===== src/rtl/defines_pkg.sv =====
// Shared SPU decode types: opcode enum (short opcodes zero-extended to 11 bits),
// instruction formats and the decoded-instruction record.
package defines_pkg;

    typedef enum logic [10:0] {
        INVALID                       = 11'h000,
        // 11-bit opcodes, inst[31:21]
        ADD_WORD                      = 11'h0C0,
        ADD_HALFWORD                  = 11'h0C8,
        SUBTRACT_FROM_WORD            = 11'h040,
        AND                           = 11'h0C1,
        OR                            = 11'h041,
        EXCLUSIVE_OR                  = 11'h241,
        NO_OPERATION_EXECUTE          = 11'h201,
        SHIFT_LEFT_HALFWORD_IMMEDIATE = 11'h07F,
        // 9-bit opcodes, inst[31:23]
        IMMEDIATE_LOAD_WORD           = 11'h081,
        IMMEDIATE_LOAD_HALFWORD       = 11'h083,
        // 8-bit opcodes, inst[31:24]
        ADD_WORD_IMMEDIATE            = 11'h01C,
        ADD_HALFWORD_IMMEDIATE        = 11'h01D,
        AND_WORD_IMMEDIATE            = 11'h014,
        OR_WORD_IMMEDIATE             = 11'h004,
        SUBTRACT_FROM_WORD_IMMEDIATE  = 11'h00C,
        // 7-bit opcodes, inst[31:25]
        IMMEDIATE_LOAD_ADDRESS        = 11'h021
    } Opcodes;

    typedef enum logic [2:0] {FMT_RR, FMT_RI7, FMT_RI10, FMT_RI16, FMT_RI18} inst_fmt_e;

    localparam int DEC_REG_W = 7;
    localparam int DEC_IMM_W = 32;

    typedef struct packed {
        Opcodes                 opcode;
        inst_fmt_e              fmt;
        logic [DEC_REG_W-1:0]   rt;
        logic [DEC_REG_W-1:0]   ra;
        logic [DEC_REG_W-1:0]   rb;
        logic [DEC_IMM_W-1:0]   imm;
        logic                   illegal;
    } decoded_inst_t;

endpackage


===== src/rtl/spu_opcode_match.sv =====
// Combinational opcode recovery from inst[31:21]: tries 11-, 9-, 8- then 7-bit
// opcode classes in that priority order; no hit flags the word illegal.
module spu_opcode_match
    import defines_pkg::*;
(
    input  logic [10:0] op_field,
    output Opcodes      opcode,
    output inst_fmt_e   fmt,
    output logic        illegal
);

    Opcodes op11, op9, op8, op7;

    assign op11 = Opcodes'(op_field);
    assign op9  = Opcodes'({2'b00,   op_field[10:2]});
    assign op8  = Opcodes'({3'b000,  op_field[10:3]});
    assign op7  = Opcodes'({4'b0000, op_field[10:4]});

    always_comb begin
        opcode  = INVALID;
        fmt     = FMT_RR;
        illegal = 1'b0;
        if (op11 inside {ADD_WORD, ADD_HALFWORD, SUBTRACT_FROM_WORD, AND, OR,
                         EXCLUSIVE_OR, NO_OPERATION_EXECUTE}) begin
            opcode = op11;
        end else if (op11 == SHIFT_LEFT_HALFWORD_IMMEDIATE) begin
            opcode = op11;
            fmt    = FMT_RI7;
        end else if (op9 inside {IMMEDIATE_LOAD_WORD, IMMEDIATE_LOAD_HALFWORD}) begin
            opcode = op9;
            fmt    = FMT_RI16;
        end else if (op8 inside {ADD_WORD_IMMEDIATE, ADD_HALFWORD_IMMEDIATE,
                                 AND_WORD_IMMEDIATE, OR_WORD_IMMEDIATE,
                                 SUBTRACT_FROM_WORD_IMMEDIATE}) begin
            opcode = op8;
            fmt    = FMT_RI10;
        end else if (op7 == IMMEDIATE_LOAD_ADDRESS) begin
            opcode = op7;
            fmt    = FMT_RI18;
        end else begin
            illegal = 1'b1;
        end
    end

endmodule


===== src/rtl/spu_inst_decode.sv =====
// Two-stage valid/ready SPU instruction decoder: S1 holds the raw word, S2 the
// decoded record. Define SPU_DECODE_PERF_EN to add saturating perf counters.
module spu_inst_decode
    import defines_pkg::*;
#(
    parameter int REG_ADDR_W = 7,
    parameter int IMM_W      = 32
) (
    input  logic                  clk,
    input  logic                  rst_n,
    input  logic                  in_valid,
    output logic                  in_ready,
    input  logic [31:0]           in_inst,
    output logic                  out_valid,
    input  logic                  out_ready,
    output Opcodes                out_opcode,
    output inst_fmt_e             out_fmt,
    output logic [REG_ADDR_W-1:0] out_rt,
    output logic [REG_ADDR_W-1:0] out_ra,
    output logic [REG_ADDR_W-1:0] out_rb,
    output logic [IMM_W-1:0]      out_imm,
    output logic                  out_illegal
`ifdef SPU_DECODE_PERF_EN
    ,
    output logic [31:0]           perf_decoded,
    output logic [31:0]           perf_illegal
`endif
);

    logic [2:1]    vld_pipe;
    logic [31:0]   s1_inst;
    decoded_inst_t s1_dec, s2_q;
    Opcodes        m_op;
    inst_fmt_e     m_fmt;
    logic          m_ill;
    logic          accept, advance, drain;

    assign drain    = vld_pipe[2] && out_ready;
    assign advance  = vld_pipe[1] && (!vld_pipe[2] || out_ready);
    assign in_ready = !vld_pipe[1] || !vld_pipe[2] || out_ready;
    assign accept   = in_valid && in_ready;

    spu_opcode_match u_match (
        .op_field (s1_inst[31:21]),
        .opcode   (m_op),
        .fmt      (m_fmt),
        .illegal  (m_ill)
    );

    // Illegal words leave every field at zero but still flow through S2.
    always_comb begin
        s1_dec         = '0;
        s1_dec.illegal = m_ill;
        if (!m_ill) begin
            s1_dec.opcode = m_op;
            s1_dec.fmt    = m_fmt;
            s1_dec.rt     = s1_inst[6:0];
            case (m_fmt)
                FMT_RR: begin
                    s1_dec.ra = s1_inst[13:7];
                    s1_dec.rb = s1_inst[20:14];
                end
                FMT_RI7: begin
                    s1_dec.ra  = s1_inst[13:7];
                    s1_dec.imm = {{25{s1_inst[20]}}, s1_inst[20:14]};
                end
                FMT_RI10: begin
                    s1_dec.ra  = s1_inst[13:7];
                    s1_dec.imm = {{22{s1_inst[23]}}, s1_inst[23:14]};
                end
                FMT_RI16: s1_dec.imm = {{16{s1_inst[22]}}, s1_inst[22:7]};
                FMT_RI18: s1_dec.imm = {14'b0, s1_inst[24:7]};
                default: ;
            endcase
        end
    end

    always_ff @(posedge clk or negedge rst_n) begin
        if (!rst_n) begin
            vld_pipe <= '0;
            s1_inst  <= '0;
            s2_q     <= '0;
        end else begin
            if (accept)
                s1_inst <= in_inst;
            vld_pipe[1] <= accept || (vld_pipe[1] && !advance);
            // S2 only reloads when empty or draining, so a stalled record holds.
            if (advance)
                s2_q <= s1_dec;
            vld_pipe[2] <= advance || (vld_pipe[2] && !out_ready);
        end
    end

    assign out_valid   = vld_pipe[2];
    assign out_opcode  = s2_q.opcode;
    assign out_fmt     = s2_q.fmt;
    assign out_rt      = REG_ADDR_W'(s2_q.rt);
    assign out_ra      = REG_ADDR_W'(s2_q.ra);
    assign out_rb      = REG_ADDR_W'(s2_q.rb);
    assign out_imm     = IMM_W'(s2_q.imm);
    assign out_illegal = s2_q.illegal;

`ifdef SPU_DECODE_PERF_EN
    always_ff @(posedge clk or negedge rst_n) begin
        if (!rst_n) begin
            perf_decoded <= '0;
            perf_illegal <= '0;
        end else if (drain) begin
            if (s2_q.illegal) begin
                if (perf_illegal != 32'hFFFF_FFFF)
                    perf_illegal <= perf_illegal + 32'd1;
            end else if (perf_decoded != 32'hFFFF_FFFF) begin
                perf_decoded <= perf_decoded + 32'd1;
            end
        end
    end
`else
    logic unused_drain;
    assign unused_drain = drain;
`endif

endmodule


===== config.mk =====
export PLATFORM = sky130hd
export DESIGN_NAME = spu_inst_decode
export DESIGN_NICKNAME = d
export VERILOG_FILES = /design/src/rtl/defines_pkg.sv /design/src/rtl/spu_opcode_match.sv /design/src/rtl/spu_inst_decode.sv
export SDC_FILE = /design/constraint.sdc
export NUM_CORES = 1
export LEC_CHECK = 0
export CAP_MARGIN = 20
export CORE_MARGIN = 8
export CORE_UTILIZATION = 47
export CTS_CLUSTER_DIAMETER = 40
export DETAILED_ROUTE_END_ITERATION = 6
export GPL_TIMING_DRIVEN = 0
export PLACE_DENSITY = 0.79
export SLEW_MARGIN = 20
export SYNTH_ARGS = -nofsm -noshare
export SYNTH_HDL_FRONTEND = slang
export SYNTH_SLANG_ARGS = --single-unit

===== constraint.sdc =====
create_clock -name clk -period 4.38 [get_ports clk]
set_input_delay 0.438 -clock clk [delete_from_list [all_inputs] [get_ports clk]]
set_output_delay 0.438 -clock clk [all_outputs]
set_load 0.02 [all_outputs]

# Yosys cells after proc, flatten, opt, wreduce, memory -nomap -nowiden
# Cells that the tools add are included.
[word_totals] in_bits=36 reg_bits=102
[classes] mux=19 eq_ne=20 n_reduce_logical=18
[ops] cell="$pmux 32 s4" count=1
[ops] cell="$mux 67" count=1
[ops] cell="$mux 11" count=4
[ops] cell="$eq 11x7->1 const B" count=3
[ops] cell="$eq 11x8->1 const B" count=3
[ops] cell="$eq 8x5->1 const B" count=3
[ops] cell="$eq 11x10->1 const B" count=2
[ops] cell="$mux 7" count=3
[ops] cell="$eq 9x8->1 const B" count=2
[ops] cell="$mux 3" count=5
[ops] cell="$eq 8x3->1 const B" count=1
[ops] cell="$eq 8x4->1 const B" count=1
[ops] cell="$eq 7x6->1 const B" count=1
[ops] cell="$reduce_bool 7->1" count=1
[ops] cell="$eq 3x2->1 const B" count=2
[ops] cell="$logic_or 1x1->1" count=5
[ops] cell="$mux 1" count=5
[ops] cell="$reduce_bool 5->1" count=1
[ops] cell="$logic_and 1x1->1" count=4
[ops] cell="$logic_not 1->1" count=4
[ops] cell="$eq 3x1->1 const B" count=1
[ops] cell="$eq 3x3->1 const B" count=1
[ops] cell="$logic_not 3->1" count=1
[ops] cell="$reduce_or 3->1" count=1
[ops] cell="$reduce_bool 2->1" count=1

# Longest topological paths before layout
# Gate-level depths: netlist of run 1.
[depth] word_depth=10 mapped_depth=7

# By module
# A second synthesis of run 1 with hierarchy kept.
[unflattened] hier_cells=379 area_unflattened_um2=4231.6
[by_module_without_submodules] mod="spu_inst_decode" area_per_inst_um2=3920.0 cells_each=338 instances=1 seq_area_each_um2=2227.1
[by_module_without_submodules] mod="spu_opcode_match" area_per_inst_um2=311.5 cells_each=41 instances=1 seq_area_each_um2=0.0

# Least setup slack after synthesis of run 1
# No wires, ideal clock.
[synth_timing] path_type="flip-flop to flip-flop" from="reg s1_inst[30]" to="reg s2_q (netlist bit out_illegal)" path_slack_ns=2.340 path_buffers=1 stages_incl_launch_ff=7 setup_time_ns=0.118 arrival_ns=1.922 cell_sequence="dfrtp_1 > or4b_4 > nor4_4 > or2_1 > buf_4 > nor3_2 > a21o_1"
[synth_via] elab_chain_cells=6 elab_cells_between_ends=24 cone_classes="16 x eq/ne; 5 x mux; 3 x reduce/logical"
[synth_rtl] item="from (decl)" line_no="spu_inst_decode.sv:31" text="logic [31:0] s1_inst;"
[synth_rtl] item="from (signal assigned)" line_no="spu_inst_decode.sv:85" text="s1_inst <= in_inst;"
[synth_rtl] item="$eq 8x5->1, or another cell as far along" line_no="spu_opcode_match.sv:32" text="end else if (op8 inside {ADD_WORD_IMMEDIATE, ADD_HALFWORD_IMMEDIATE,"
[synth_rtl] item="$reduce_bool 5->1 / $mux 1 (equally long branches)" line_no="spu_opcode_match.sv:32, spu_opcode_match.sv:37"
[synth_rtl] item="$mux 1" line_no="spu_opcode_match.sv:32"
[synth_rtl] item="$mux 1" line_no="spu_opcode_match.sv:29" text="end else if (op9 inside {IMMEDIATE_LOAD_WORD, IMMEDIATE_LOAD_HALFWORD}) begin"
[synth_rtl] item="$mux 1" line_no="spu_opcode_match.sv:26" text="end else if (op11 == SHIFT_LEFT_HALFWORD_IMMEDIATE) begin"
[synth_rtl] item="$mux 1 *" line_no="spu_opcode_match.sv:23" text="if (op11 inside {ADD_WORD, ADD_HALFWORD, SUBTRACT_FROM_WORD, AND, OR,"
[synth_rtl] item="to (signal assigned)" line_no="spu_inst_decode.sv:82" text="s2_q <= '0;"
[synth_rtl] item="to (signal assigned)" line_no="spu_inst_decode.sv:89" text="s2_q <= s1_dec;"
[synth_rtl] item="to (decl)" line_no="spu_inst_decode.sv:32" text="decoded_inst_t s1_dec, s2_q;"
# Every way passes the cells marked *; elsewhere a longest branch is shown, timed or not.
# A chain may end at the register's enable or synchronous reset.

# Worst setup path after layout of run 1
[layout_timing] from="reg s1_inst[31]" to="reg s2_q (netlist bit out_imm[15])"
[layout_via] elab_chain_cells=9 elab_cells_between_ends=35 cone_classes="20 x eq/ne; 12 x mux; 3 x reduce/logical"
[layout_rtl] item="$eq 8x5->1, or another cell as far along" line_no="spu_opcode_match.sv:32"
[layout_rtl] item="$reduce_bool 5->1 / $mux 3 (equally long branches)" line_no="spu_opcode_match.sv:32, spu_opcode_match.sv:37"
[layout_rtl] item="$mux 3" line_no="spu_opcode_match.sv:32"
[layout_rtl] item="$mux 3" line_no="spu_opcode_match.sv:29"
[layout_rtl] item="$mux 3" line_no="spu_opcode_match.sv:26"
[layout_rtl] item="$mux 3" line_no="spu_opcode_match.sv:23"
[layout_rtl] item="$eq 3x3->1, or another cell as far along" line_no="spu_inst_decode.sv:58" text="case (m_fmt)"
[layout_rtl] item="$pmux 32 s4" line_no="spu_inst_decode.sv:58"
[layout_rtl] item="$mux 67 *" line_no="spu_inst_decode.sv:54" text="if (!m_ill) begin"
# Marked as above.

==> key figures, run 1 <==
Worst setup path
  • Number of stages on the worst setup path: 6
  • Critical Path Slowest Stage Cell: nor4b_2
  • Data required, critical path: 4.67 ns
  • Length in cells of the worst reg-to-reg path: 6
  • Crit start category: register
  • Crit path max-delay family: simple AND/OR/NAND/NOR gates
  • Crit path DAT: 2.70 ns
  • Category of the worst setup path capture point: register
  • Worst path buffer plus inverter count: 1
  • Chain of cells forming the critical path: or2_2 -> clkbuf_1 -> nor4b_2 -> a22oi_2 -> a21oi_2 -> a221o_1
  • Largest incremental delay on the critical path: 0.72 ns
  • Worst setup path category: reg2reg
  • Max Fanout on Critical Path: 8

Timing
  • Final critical delay including setup and external delays: 2.412 ns
  • Final setup viols: 0
  • Worst path setup slack after routing: 1.968 ns
  • Fraction of the cycle the final worst path needs: 55.07%
  • Number of pins with negative max-slew slack in the final report: 0
  • F_max: 414.6 MHz
  • Setup total negative slack: 0 ns
  • Clock skew after layout: 0.009901 ns
  • Setup repair after global routing missed its margin: no
  • Tightest hold margin: 0.05187 ns
  • Final Hold Fails: 0
  • Max-Slew Margin vs Limit: 48.41%
  • Slew of the pin with the lowest slew margin: 0.7718 ns

Placed design
  • Port Buf Inserts: 105
  • GP Congestion: 0.8343
  • Detailed placer's ending HPWL: 7472 um
  • Pre-CTS setup slack: 1.873 ns

Clock network
  • Clock Path Buffers: 2
  • Postcts setup bufs: 0
  • Clock tree from TritonCTS: yes
  • Clock edge transition at the registers on the reported setup and hold paths: 0.09 ns
  • Clk Latency, worst-skew pair: 0.36 ns
  • Clock buffer count from CTS: 9
  • Resized Gates After CTS: 0
  • CTS H-tree depth: 3
  • Hold-fix buffer count after cts: 0
  • Cell at the root of the clock tree: clkbuf_8
  • CTS sink cnt: 89

Min path
  • Class of the tightest hold or removal check: in2async

Power and ir drop
  • Total leakage power: 2.234 nW
  • Maximum VDD drop: 219.8 uV
  • Power per unit of standard cell area: 395.7 nW/um^2

Die
  • Number of cell rows: 32
  • I/O pin cnt: 106
  • Die width: 105.7 um
  • Vertical extent of the die: 105.7 um
  • Full die area: 11170 sq um
  • Total core area: 7767 sq um
  • Initial cell density of the core: 48.68%

Synth
  • Seq/Total Area, Yosys: 58.90%
  • Count of different cell masters after synthesis: 42
  • Synthesis warning total: 0
  • Async set or reset register ratio after synthesis: 100.0%
  • Synth Instances: 336
  • Top flip-flop cell by instance count after synthesis: dfrtp_1
  • Flop and latch count out of synthesis: 89
  • Syn nets: 372
  • Dominant cells by area after synthesis: dfrtp_1 (59%), mux2_2 (9.5%), nand2_1 (5.0%)
  • Proportion of netlist area held by the largest area contributor: 58.90%
  • Average size of a mapped cell: 11.25 sq um
  • Total standard cell area after synthesis: 3781 sq um
  • Post-synthesis cell type with the largest combined area: dfrtp_1
  • Number of synthesized flops with an enable pin: 0

Detailed routing
  • Final routed wirelength across all metal layers: 9812 um
  • Routed length per instance: 17.52 um
  • Residual DRC: 0
  • Number of DRC markers after the initial detailed-route iteration: 152
  • Detailed-routing iteration count for the pre-antenna-repair pass: 4
  • DRT antenna net count: 0
  • Vias per cell: 5.252
  • Total number of vias: 2941

Layout
  • Final nets: 489
  • Area of all sequential standard cells: 2227 sq um
  • Antenna Cells: 0
  • Number of filler instances in the final layout: 643
  • Area of the multi-input gates: 1368 sq um
  • Fraction of layout instances using a drive strength above 1: 16.38%
  • Synthesis-to-layout area growth: 38.48%

Global route
  • Number of global-route vias before repair: 3163
  • Initial antenna violation count: 0
  • Pin count of the biggest net entering global routing: 48
  • Total track usage: 17.99%
  • Wire length of the first global-routing pass: 16230 um
  • Overall overflow remaining after global route: 0

Status
  • Result of the run: completed

Flow run
  • Max Cap Viol: 0
==> area by class of cell <==
class | count | share of cell area [%]
plain buffers | 32 | 3.345
clock buffers | 10 | 2.628
clock inverters | 6 | 2.174
inverters | 3 | 0.2151
multi-input cells | 212 | 26.12
flip-flops and latches | 89 | 42.53
well taps | 102 | 2.437
repair buffers | 106 | 20.55
==> sequential cells by signal (all words and copies together) (netlist names) <==
register,flops
out_illegal,1
s1_inst,32
vld_pipe,2
out_fmt,3
out_rt,7
out_opcode,11
out_imm,19
out_ra,7
out_rb,7
==> layer usage <==
metal | share of wire, % | global-route usage (%)
met5 | 0 | 0
met3 | 9.7 | 6.151
met1 | 39 | 21.81
met2 | 50 | 29.09
met4 | 1.2 | 6.533
==> logic make-up (layout without fill, tap and decap cells) <==
kind of cell | Yosys count | after routing | synth area share (%)
AND/OR/NAND/NOR | 112 | 112 | 14.16
buffers and inverters | 35 | 157 | 4.930
multiplexers | 32 | 32 | 9.530
AO/OA/AOI/OAI | 68 | 68 | 12.48
flip-flops | 89 | 89 | 58.90
==> cells in the final DEF (no fill, tap or decap), types with 10 or more instances in the layout <==
master           synthesis  layout
a21oi_1                 14      14
nand2_1                 50      50
clkdlybuf4s50_1          0     104
clkbuf_1                12      12
dfrtp_1                 89      89
clkbuf_8                 0      10
nor2_1                  31      31
buf_4                   14      15
mux2_2                  32      32
o21ai_0                 13      13
==> stage by stage <==
stage / instances / cell area, sq um / total power, mW / util, %
6_report: 560 / 5236 / 2.072 / 67.41
5_1_grt: 560 / 5236 / 2.157 / 67.41
4_1_cts: 560 / 5236 / 2.084 / 67.41
3_5_place_dp: 544 / 4985 / 1.401 / 64.18
3_3_place_gp: 543 / 4960 / 1.384 / 63.85
2_1_floorplan: 336 / 3781 / 1.193 / -
==> path summary, 6_finish.rpt <==
| check | from | endpoint | slack (ns) |
|---|---|---|---|
| worst max-delay path | s1_inst[31] | out_imm[15] | 1.97 |
| worst min-delay path | rst_n | out_ra[4] | 0.05 |
| worst max register to register | s1_inst[31] | out_imm[15] | 1.97 |
| worst min register to register | out_rb[5] | out_rb[5] | 0.49 |
| max in group asynchronous | rst_n | out_imm[15] | 3.71 |
| min in group clk | out_rb[5] | out_rb[5] | 0.49 |
==> worst reg2reg max path: stages (launching register included) <==
cell	delay, ns
dfrtp_1	0.39
or2_2	0.29
clkbuf_1	0.19
nor4b_2	0.72
a22oi_2	0.31
a21oi_2	0.29
a221o_1	0.15
==> power breakdown <==
| group | total (mW) | switching, mW | internal, mW |
|---|---|---|---|
| registers | 0.989 | 0.0803 | 0.909 |
| logic | 0.393 | 0.202 | 0.192 |
| clock network | 0.689 | 0.293 | 0.396 |
| total | 2.07 | 0.575 | 1.50 |
==> synthesized netlist by cell type, types with 2 or more instances <==
master / instances
and2_1: 3
buf_2: 2
a22oi_1: 2
a22o_1: 7
mux2_2: 32
nand2_1: 50
a211oi_1: 2
buf_1: 4
a31oi_1: 8
a221oi_1: 7
nor3_1: 2
a21oi_1: 14
a221o_1: 3
nand3_1: 5
nor2_1: 31
nor4_1: 3
nand2b_1: 6
nor2b_1: 2
buf_4: 14
clkbuf_1: 12
o21ai_0: 13
inv_1: 3
a21o_1: 3
dfrtp_1: 89
nor3_2: 2
(Power assumes the default switching activity.)
==> inputs of run 2 (changes only) <==
- CORE_UTILIZATION: 47 -> 43
- PLACE_DENSITY: 0.79 -> 0.76
- clock period: 4.38 -> 2.1 ns (I/O delays scaled with it)
==> key figures, run 2 (synthesis results as in run 1) <==
Status
  • Result of the run: completed

Global route
  • Wire length of the first global-routing pass: 15550 um
  • Pin count of the biggest net entering global routing: 48
  • Total track usage: 16.57%
  • Number of global-route vias before repair: 3045
  • Initial antenna violation count: 0
  • Overall overflow remaining after global route: 0

Detailed routing
  • Vias per cell: 5.214
  • Routed length per instance: 17.15 um
  • Residual DRC: 0
  • Final routed wirelength across all metal layers: 9790 um
  • Total number of vias: 2977
  • DRT antenna net count: 0
  • Detailed-routing iteration count for the pre-antenna-repair pass: 5
  • Number of DRC markers after the initial detailed-route iteration: 181

Worst setup path
  • Critical Path Slowest Stage Cell: or4b_4
  • Crit start category: register
  • Chain of cells forming the critical path: or4b_4 -> nor4_4 -> nand2_1 -> a21oi_2 -> a221o_1
  • Crit path DAT: 2.32 ns
  • Category of the worst setup path capture point: register
  • Worst r2r src: s1_inst[27]
  • Length in cells of the worst reg-to-reg path: 5
  • Worst path buffer plus inverter count: 0
  • Data required, critical path: 2.39 ns
  • Crit path max-delay family: simple AND/OR/NAND/NOR gates
  • Worst reg2reg setup slack: 0.07 ns
  • Largest incremental delay on the critical path: 0.61 ns
  • Crit Reg-Reg Endpoint: out_imm[16]
  • Worst setup path category: reg2reg
  • Max Fanout on Critical Path: 6

Layout
  • Fraction of layout instances using a drive strength above 1: 19.22%
  • Final nets: 494
  • Top register by number of flip-flops: s1_inst
  • Design Area, Final: 5278 sq um
  • Antenna Cells: 0
  • Max FFs per register: 32
  • Most frequent cells in the layout: clkdlybuf4s50_1 (104), dfrtp_1 (86), nand2_1 (50)
  • Synthesis-to-layout area growth: 39.58%
  • Share of the core filled with cells in the final layout: 61.11%
  • Most common cell after layout, fill and taps aside: clkdlybuf4s50_1
  • Post-Layout Cell Count: 571

Timing
  • Final Hold Fails: 0
  • Clock skew after layout: 0.009917 ns
  • Setup total negative slack: 0 ns
  • Tightest hold margin: 0.3762 ns
  • Final critical delay including setup and external delays: 2.030 ns
  • Slew of the pin with the lowest slew margin: 0.5844 ns
  • Number of pins with negative max-slew slack in the final report: 0
  • Max-Slew Margin vs Limit: 60.68%
  • Final setup viols: 0
  • F_max: 492.6 MHz
  • Setup repair after global routing missed its margin: yes
  • Worst path setup slack after routing: 0.07014 ns
  • Fraction of the cycle the final worst path needs: 96.66%

Clock network
  • Clock edge transition at the registers on the reported setup and hold paths: 0.09 ns
  • Cell at the root of the clock tree: clkbuf_8
  • CTS H-tree depth: 3
  • Clock buffer count from CTS: 9
  • Clock Path Buffers: 2
  • CTS sink cnt: 89
  • Clk Latency, worst-skew pair: 0.35 ns
  • Clock tree from TritonCTS: yes

Placed design
  • Number of cells after detailed placement: 550
  • Post-detailed-placement cell area: 4985 sq um
  • Detailed placer's ending HPWL: 7279 um
  • GP Congestion: 0.8715
  • Pre-CTS setup slack: -0.2809 ns
  • Port Buf Inserts: 105

Power and ir drop
  • Total Power Consumption: 4.010 mW
  • Maximum VDD drop: 459.2 uV
  • Total leakage power: 2.253 nW
  • Power per unit of standard cell area: 759.8 nW/um^2

Die
  • Number of cell rows: 34
  • Vertical extent of the die: 109.8 um
  • Initial cell density of the core: 43.78%
  • I/O pin cnt: 106
  • Total core area: 8636 sq um
  • Die width: 109.8 um
  • Full die area: 12050 sq um

Flow run
  • Max Cap Viol: 0

Min path
  • Class of the tightest hold or removal check: in2async
[run 2: cell types whose count changed in the layout (fill, tap and decap cells not counted), sizes merged]
cell,before,now
dlygate4sd3,0,1
clkbuf,22,24
bufinv,3,0
clkinv,0,3
clkinvlp,2,1
buf,22,25
[run 2: final cells by class]
| cell class | instances | area (sq um) |
|---|---|---|
| Buffer | 31 | 177.7 |
| Clock buffer | 11 | 151.4 |
| Clock inverter | 5 | 38.79 |
| Fill cell | 723 | 3358 |
| Inverter | 3 | 11.26 |
| Multi-Input combinational cell | 212 | 1416 |
| Sequential cell | 89 | 2231 |
| Tap cell | 108 | 135.1 |
| Timing Repair Buffer | 112 | 1116 |
[run 2: where the power goes]
group / internal, mW / total, mW / switching [mW]
clock: 0.501 / 1.10 / 0.599
sequential: 1.90 / 2.06 / 0.167
combinational: 0.408 / 0.845 / 0.436
total: 2.81 / 4.01 / 1.20
[run 2: worst max path at each step]
| stage | slack, ns | to | depth (start not counted) | start |
|---|---|---|---|---|
| 2_1_floorplan | 0.06 | out_illegal | 6 | s1_inst[30] |
| 3_3_place_gp | -2.23 | out_opcode[4] | 1 | rst_n |
| 3_5_place_dp | -0.28 | out_imm[16] | 6 | s1_inst[31] |
| 4_1_cts | -0.007 | out_rb[5] | 6 | s1_inst[27] |
| 5_1_grt | -0.004 | out_imm[16] | 5 | s1_inst[31] |
| 6_report | 0.07 | out_imm[16] | 5 | s1_inst[27] |
[run 2: what timing repair did]
action | CTS | global route
buffers inserted | 5 | 0
setup endpoints to repair | 34 | 36
pin swaps | 4 | 0
hold endpoints to repair | 42 | 0
hold buffers | 1 | 0
gates resized for setup | 8 | 9
gates cloned | 0 | 0
[run 2: worst reg2reg max path, delay by kind of cell (launching register included)]
family / cells / cell delay [ns]
simple gates: 3 / 1.06
flops: 1 / 0.47
compound gates: 2 / 0.43
[run 2: layer usage]
layer	track usage (%)	part of all wire, %	up-vias
met2	26.14	46	121
met5	0	0	-
met4	3.857	1.1	0
li1	-	-	1411
met1	20.26	41	1433
met3	7.679	12	12
==> inputs of run 3 (changes only) <==
- CTS_CLUSTER_SIZE: default -> 30
==> results of run 3 <==
No change in the layout: final DEF, timing and power equal those of run 2.
